File: src/rtl/gpio_mmio_bank_if.sv
// Data-memory side bus of the GPIO register bank: chip select, word address,
// byte enables, write data, write strobe and registered read data.
interface gpio_mmio_bank_if;
  // Access semantics: no valid/ready pair and no back-pressure. With cs=1 the bank
  // accepts a write (wren=1) or a read (wren=0) on every rising edge. A read's q is
  // valid one cycle later and then holds until the next read.
  logic        cs;
  logic [5:0]  address;
  logic [3:0]  byteena;
  logic [31:0] data;
  logic        wren;
  logic [31:0] q;

  modport master (output cs, address, byteena, data, wren, input q);
  modport slave  (input cs, address, byteena, data, wren, output q);
endinterface

File: src/rtl/gpio_mmio_bank.sv
// Memory-mapped GPIO bank: N_OUT output registers, N_IN synchronised input channels,
// change-capture STATUS (W1C), MASK and irq. Optional debounce with GPIO_DEBOUNCE_EN.
module gpio_mmio_bank #(
  parameter int N_OUT           = 7,
  parameter int OUT_W           = 10,
  parameter int N_IN            = 5,
  parameter int IN_W            = 10,
  parameter int DEBOUNCE_CYCLES = 1000
) (
  input  logic                    clock,
  input  logic                    reset_n,
  gpio_mmio_bank_if.slave         bus,
  input  logic [N_IN*IN_W-1:0]    io_input_bus,
  output logic [N_OUT*OUT_W-1:0]  io_output_bus,
  output logic                    irq
);

  localparam logic [5:0] ADDR_STATUS = 6'h20;
  localparam logic [5:0] ADDR_MASK   = 6'h21;

  if (N_OUT < 1 || N_OUT > 16 || OUT_W < 1 || OUT_W > 32 ||
      N_IN < 1 || N_IN > 16 || IN_W < 1 || IN_W > 32 || DEBOUNCE_CYCLES < 1) begin : g_bad_params
    $error("gpio_mmio_bank: parameter out of range");
  end

  logic [OUT_W-1:0]       out_reg [N_OUT];
  logic [N_IN*IN_W-1:0]   sync1;
  logic [N_IN*IN_W-1:0]   sync2;
  logic [N_IN*IN_W-1:0]   cond;
  logic [N_IN*IN_W-1:0]   cond_d;
  logic [N_IN-1:0]        status;
  logic [N_IN-1:0]        mask;
  logic [N_IN-1:0]        status_set;
  logic [N_IN-1:0]        status_clr;
  logic [N_IN-1:0]        status_nxt;
  logic [N_IN-1:0]        mask_nxt;
  logic [N_IN-1:0]        lane_mask;
  logic [31:0]            rdata;
  logic                   wr;

  function automatic logic [31:0] merge_be(input logic [31:0] cur,
                                           input logic [31:0] wdata,
                                           input logic [3:0]  be);
    logic [31:0] r;
    r = cur;
    for (int k = 0; k < 4; k++) begin
      if (be[k]) r[8*k +: 8] = wdata[8*k +: 8];
    end
    return r;
  endfunction

  assign wr  = bus.cs & bus.wren;
  assign irq = |(status & mask);

  always_comb begin
    io_output_bus = '0;
    for (int i = 0; i < N_OUT; i++) begin
      io_output_bus[i*OUT_W +: OUT_W] = out_reg[i];
    end
  end

  // STATUS/MASK bits live in byte lane (bit / 8) for byte-enable gating.
  always_comb begin
    lane_mask = '0;
    for (int i = 0; i < N_IN; i++) begin
      lane_mask[i] = bus.byteena[i >> 3];
    end
  end

  always_comb begin
    status_set = '0;
    for (int i = 0; i < N_IN; i++) begin
      status_set[i] = (cond[i*IN_W +: IN_W] != cond_d[i*IN_W +: IN_W]);
    end
    status_clr = '0;
    if (wr && bus.address == ADDR_STATUS) status_clr = bus.data[N_IN-1:0] & lane_mask;
    // Set is applied after clear so a same-cycle change keeps the bit high.
    status_nxt = (status & ~status_clr) | status_set;
    mask_nxt   = (mask & ~lane_mask) | (bus.data[N_IN-1:0] & lane_mask);
  end

  always_comb begin
    rdata = '0;
    for (int i = 0; i < N_OUT; i++) begin
      if (bus.address == 6'(i)) rdata = 32'(out_reg[i]);
    end
    for (int i = 0; i < N_IN; i++) begin
      if (bus.address == 6'(16 + i)) rdata = 32'(cond[i*IN_W +: IN_W]);
    end
    if (bus.address == ADDR_STATUS) rdata = 32'(status);
    if (bus.address == ADDR_MASK)   rdata = 32'(mask);
  end

  always_ff @(posedge clock) begin
    if (!reset_n) begin
      for (int i = 0; i < N_OUT; i++) out_reg[i] <= '0;
      sync1  <= '0;
      sync2  <= '0;
      cond_d <= '0;
      status <= '0;
      mask   <= '0;
      bus.q  <= '0;
    end else begin
      sync1  <= io_input_bus;
      sync2  <= sync1;
      cond_d <= cond;
      status <= status_nxt;
      for (int i = 0; i < N_OUT; i++) begin
        if (wr && bus.address == 6'(i))
          out_reg[i] <= OUT_W'(merge_be(32'(out_reg[i]), bus.data, bus.byteena));
      end
      if (wr && bus.address == ADDR_MASK) mask <= mask_nxt;
      if (bus.cs && !bus.wren) bus.q <= rdata;
    end
  end

`ifdef GPIO_DEBOUNCE_EN
  localparam int CNT_W = $clog2(DEBOUNCE_CYCLES + 1);

  logic [CNT_W-1:0] deb_cnt [N_IN];

  // The conditioned value follows the synchroniser only after DEBOUNCE_CYCLES
  // consecutive cycles of disagreement; any agreement restarts the count.
  always_ff @(posedge clock) begin
    if (!reset_n) begin
      cond <= '0;
      for (int i = 0; i < N_IN; i++) deb_cnt[i] <= '0;
    end else begin
      for (int i = 0; i < N_IN; i++) begin
        if (sync2[i*IN_W +: IN_W] == cond[i*IN_W +: IN_W]) begin
          deb_cnt[i] <= '0;
        end else if (deb_cnt[i] == CNT_W'(DEBOUNCE_CYCLES - 1)) begin
          cond[i*IN_W +: IN_W] <= sync2[i*IN_W +: IN_W];
          deb_cnt[i]           <= '0;
        end else if (deb_cnt[i] != CNT_W'(DEBOUNCE_CYCLES)) begin
          deb_cnt[i] <= deb_cnt[i] + CNT_W'(1);
        end
      end
    end
  end
`else
  assign cond = sync2;
`endif

endmodule

File: src/flat_wrapper.sv
// flat-port wrapper written by rule: the top's interface ports become plain ports
module gpio_mmio_bank_flat 
#(
  parameter int N_OUT           = 7,
  parameter int OUT_W           = 10,
  parameter int N_IN            = 5,
  parameter int IN_W            = 10,
  parameter int DEBOUNCE_CYCLES = 1000
)
  (clock, reset_n, io_input_bus, io_output_bus, irq, bus_cs, bus_address, bus_byteena, bus_data, bus_wren, bus_q);
  gpio_mmio_bank_if bus_i ();
  input  logic clock;
  input  logic reset_n;
  input  logic [N_IN*IN_W-1:0] io_input_bus;
  output logic [N_OUT*OUT_W-1:0] io_output_bus;
  output logic irq;
  input wire logic [$bits(bus_i.cs)-1:0] bus_cs;
  input wire logic [$bits(bus_i.address)-1:0] bus_address;
  input wire logic [$bits(bus_i.byteena)-1:0] bus_byteena;
  input wire logic [$bits(bus_i.data)-1:0] bus_data;
  input wire logic [$bits(bus_i.wren)-1:0] bus_wren;
  output wire logic [$bits(bus_i.q)-1:0] bus_q;
  assign bus_i.cs = bus_cs;
  assign bus_i.address = bus_address;
  assign bus_i.byteena = bus_byteena;
  assign bus_i.data = bus_data;
  assign bus_i.wren = bus_wren;
  assign bus_q = bus_i.q;
  gpio_mmio_bank #(.N_OUT(N_OUT), .OUT_W(OUT_W), .N_IN(N_IN), .IN_W(IN_W), .DEBOUNCE_CYCLES(DEBOUNCE_CYCLES)) u_core (.clock(clock), .reset_n(reset_n), .bus(bus_i), .io_input_bus(io_input_bus), .io_output_bus(io_output_bus), .irq(irq));
endmodule
File: config.mk
export PLATFORM = sky130hd
export DESIGN_NAME = gpio_mmio_bank_flat
export DESIGN_NICKNAME = d
export VERILOG_FILES = /design/src/rtl/gpio_mmio_bank_if.sv /design/src/rtl/gpio_mmio_bank.sv /design/src/flat_wrapper.sv
export SDC_FILE = /design/constraint.sdc
export NUM_CORES = 1
export LEC_CHECK = 0
export CAP_MARGIN = 0
export CORE_UTILIZATION = 46
export CTS_CLUSTER_DIAMETER = 50
export CTS_CLUSTER_SIZE = 16
export DETAILED_ROUTE_END_ITERATION = 10
export PLACE_DENSITY = 0.85
export SLEW_MARGIN = 30
export SYNTH_ARGS = -nofsm -noshare
export SYNTH_HDL_FRONTEND = slang
export SYNTH_SLANG_ARGS = --single-unit
File: constraint.sdc
create_clock -name clock -period 3.06 [get_ports clock]
set_input_delay 0.612 -clock clock [delete_from_list [all_inputs] [get_ports clock]]
set_output_delay 0.612 -clock clock [all_outputs]
set_load 0.01 [all_outputs]
==> out/results.txt <==
Status -> complete, no violations
Antenna violations before repair -> 1
WP data required -> 3.45 ns
Yosys top cell area share -> 0.3551
Clock-pin slew on the worst setup and hold paths -> 0.07 ns
IO Count -> 199
Worst min-delay path category -> flop to flop
Clock Path Buffers -> 3
Root buffer cell -> clkbuf_16
Final Max Slew Viols -> 0
Clock latency on the worst-skew pair -> 0.51 ns
# nets final -> 1,136
Chip Width -> 146.3 um
Placer Congestion -> 0.9527
DR top layer -> met5
Clock skew -> 0.01646 ns
Number of synthesized flops with an enable pin -> 70
Met3 routed WL -> 2642 um
Synthesized area -> 9584 um2
Share of cells above drive strength 1 -> 0.09800
First-pass GRT wire length -> 38,600 um
Cells after Synth -> 863
Crit Path Class -> input port to flop
Synthesis-stage register bit count -> 240
Leakage power -> 4.641 nW
Finish-stage setup viols -> 0
Crit end category -> flop
Max-slew headroom -> 0.5661
Via count -> 7,086
Inst Count DP -> 1,287
Largest net degree at the start of global routing -> 93
Top-count cell post-synth -> and2_1
N_diodes -> 0
DR DRC count -> 0
Dominant cells by area after synthesis -> dfxtp_1 (36%), edfxtp_1 (22%), and2_1 (14%)
Cell Count, Final, Fillers Out -> 1,321
R2r setup slk -> 1.32 ns
Peak supply drop -> 0.3296 mV
Met2 WL post-DR -> 12,240 um
WL met1 -> 9555 um
Top FF cell, synth -> dfxtp_1
Total CTS buffers -> 21
Routed WL -> 25,300 um
Syn_area_per_cell -> 11.11 um2
ANT nets after route -> 0
Area grow syn2layout -> 27.28%
Number of flip-flops under the largest register name -> 70
Total gr overflow -> 0
Max Clock Freq -> 398.4 MHz
Post-synthesis sequential area ratio -> 0.5744
RSZ-0062 raised after global routing -> false
Core area -> 20,300 um2
Clk sinks -> 240
Tot GR Track Use -> 0.2355
Hold-fix buffers, CTS -> 0
Setup bufs post-CTS -> 0
Die height -> 146.3 um
Synth area leader -> dfxtp_1
Crit start category -> input port
Number of global-route vias before repair -> 7,004
Slew @ Worst Pin -> 0.6508 ns
Port bufs -> 152
H-tree Lvls -> 1
Starting DRT DRC Count -> 709
TNS Setup -> 0 ns
WP data arrival -> 2.90 ns
Avg WL per Cell -> 19.15 um
Tmin final -> 2.510 ns
Distinct cell type count of the synthesized netlist -> 69
Site Rows -> 52
Final hold violation count -> 0
Max Cap Viol -> 0
Synth top cells by count -> and2_1 (221), dfxtp_1 (170), edfxtp_1 (70)
Pwr per Cell Area -> 550.6 nW/um2
DP HPWL -> 18,700 um
DRT Pass-1 Iters -> 6
Vias per std cell -> 5.364
Die Footprint -> 21,420 um2
Crit-path max FO -> 6
Initial core utilization -> 0.4721
Synth Warn # -> 0
Post_cts resized -> 0
Final Util -> 0.6010
Tcrit/Tclk final -> 0.8202
CTS tree -> yes
Post-synth ARST share -> 0
[layout by cell type, fill, tap and decap left out, types with 9 or more instances in the layout]
master             n
and2_1           221
dfxtp_1          170
clkdlybuf4s50_1  151
edfxtp_1          70
buf_4             49
nand2_1           42
xnor2_1           40
nand3_1           25
clkbuf_16         23
conb_1            22
nor2_1            21
o21ai_0           21
a21oi_1           18
nand4_1           11
xor2_1            10
a221oi_1           9
[critical path, cell delays in order]
cell and delay, ns:
clkdlybuf4s50_1 0.56, buf_4 0.23, nor2_1 0.37, nand2_1 0.14, a211oi_1 0.36, buf_4 0.19
nor4_1 0.06, o41ai_1 0.37
[routing by layer]
metal	vias up	track usage
met3	66	0.05281
met2	389	0.3960
met4	2	0.08750
met5	-	0
li1	3297	-
met1	3332	0.2959
[per-stage QoR]
step,hold WS (ns),area (um2),worst slack [ns],power (W)
4_1_cts,0.4300,12200,0.6361,0.006733
6_report,0.4254,12200,0.5502,0.006717
3_5_place_dp,0.4169,11530,0.1492,0.004193
3_3_place_gp,0.4177,11530,0.1681,0.004182
2_1_floorplan,0.4119,9663,0.6007,0.003853
5_1_grt,0.4377,12200,0.4781,0.006921
[logic make-up after synthesis]
kind of cell	share of synthesized area
xor gates and xnor gates	0.04569
AOI/OAI and AO/OA	0.09269
DFF	0.5744
muxes	0.01671
other	0.0003913
and+or+nand+nor	0.2308
buffers and inverters	0.03929
[report_power, final]
group	total (W)	switching, W	internal, W
Clock	0.00258	0.00115	0.00143
Sequential	0.00351	0.000103	0.00341
Combinational	0.000619	0.000294	0.000325
Total	0.00672	0.00155	0.00517
[final cells by class]
cell class,count,area [um2]
Fill cell,1616,8100
Clock inverter,6,58.81
Inverter,6,22.52
Sequential cell,240,5505
Timing Repair Buffer,200,1879
Tap cell,270,337.8
Multi-Input combinational cell,571,3781
Clock buffer,28,614.3
[path summary, 6_finish.rpt]
check                                     start                           end  depth (start not counted)
min reg2reg          u_core.sync1[8]$_SDFF_PN0_     u_core.cond[8]$_SDFF_PN0_                          1
max reg2reg  u_core.out_reg[6][3]$_SDFFCE_PN0P_  u_core.bus.q[3]$_SDFFE_PN0P_                          3
min                  u_core.sync1[8]$_SDFF_PN0_     u_core.cond[8]$_SDFF_PN0_                          1
max                              bus_address[0]  u_core.bus.q[5]$_SDFFE_PN0P_                          8
Note: power is estimated with default switching activity, not from simulation.
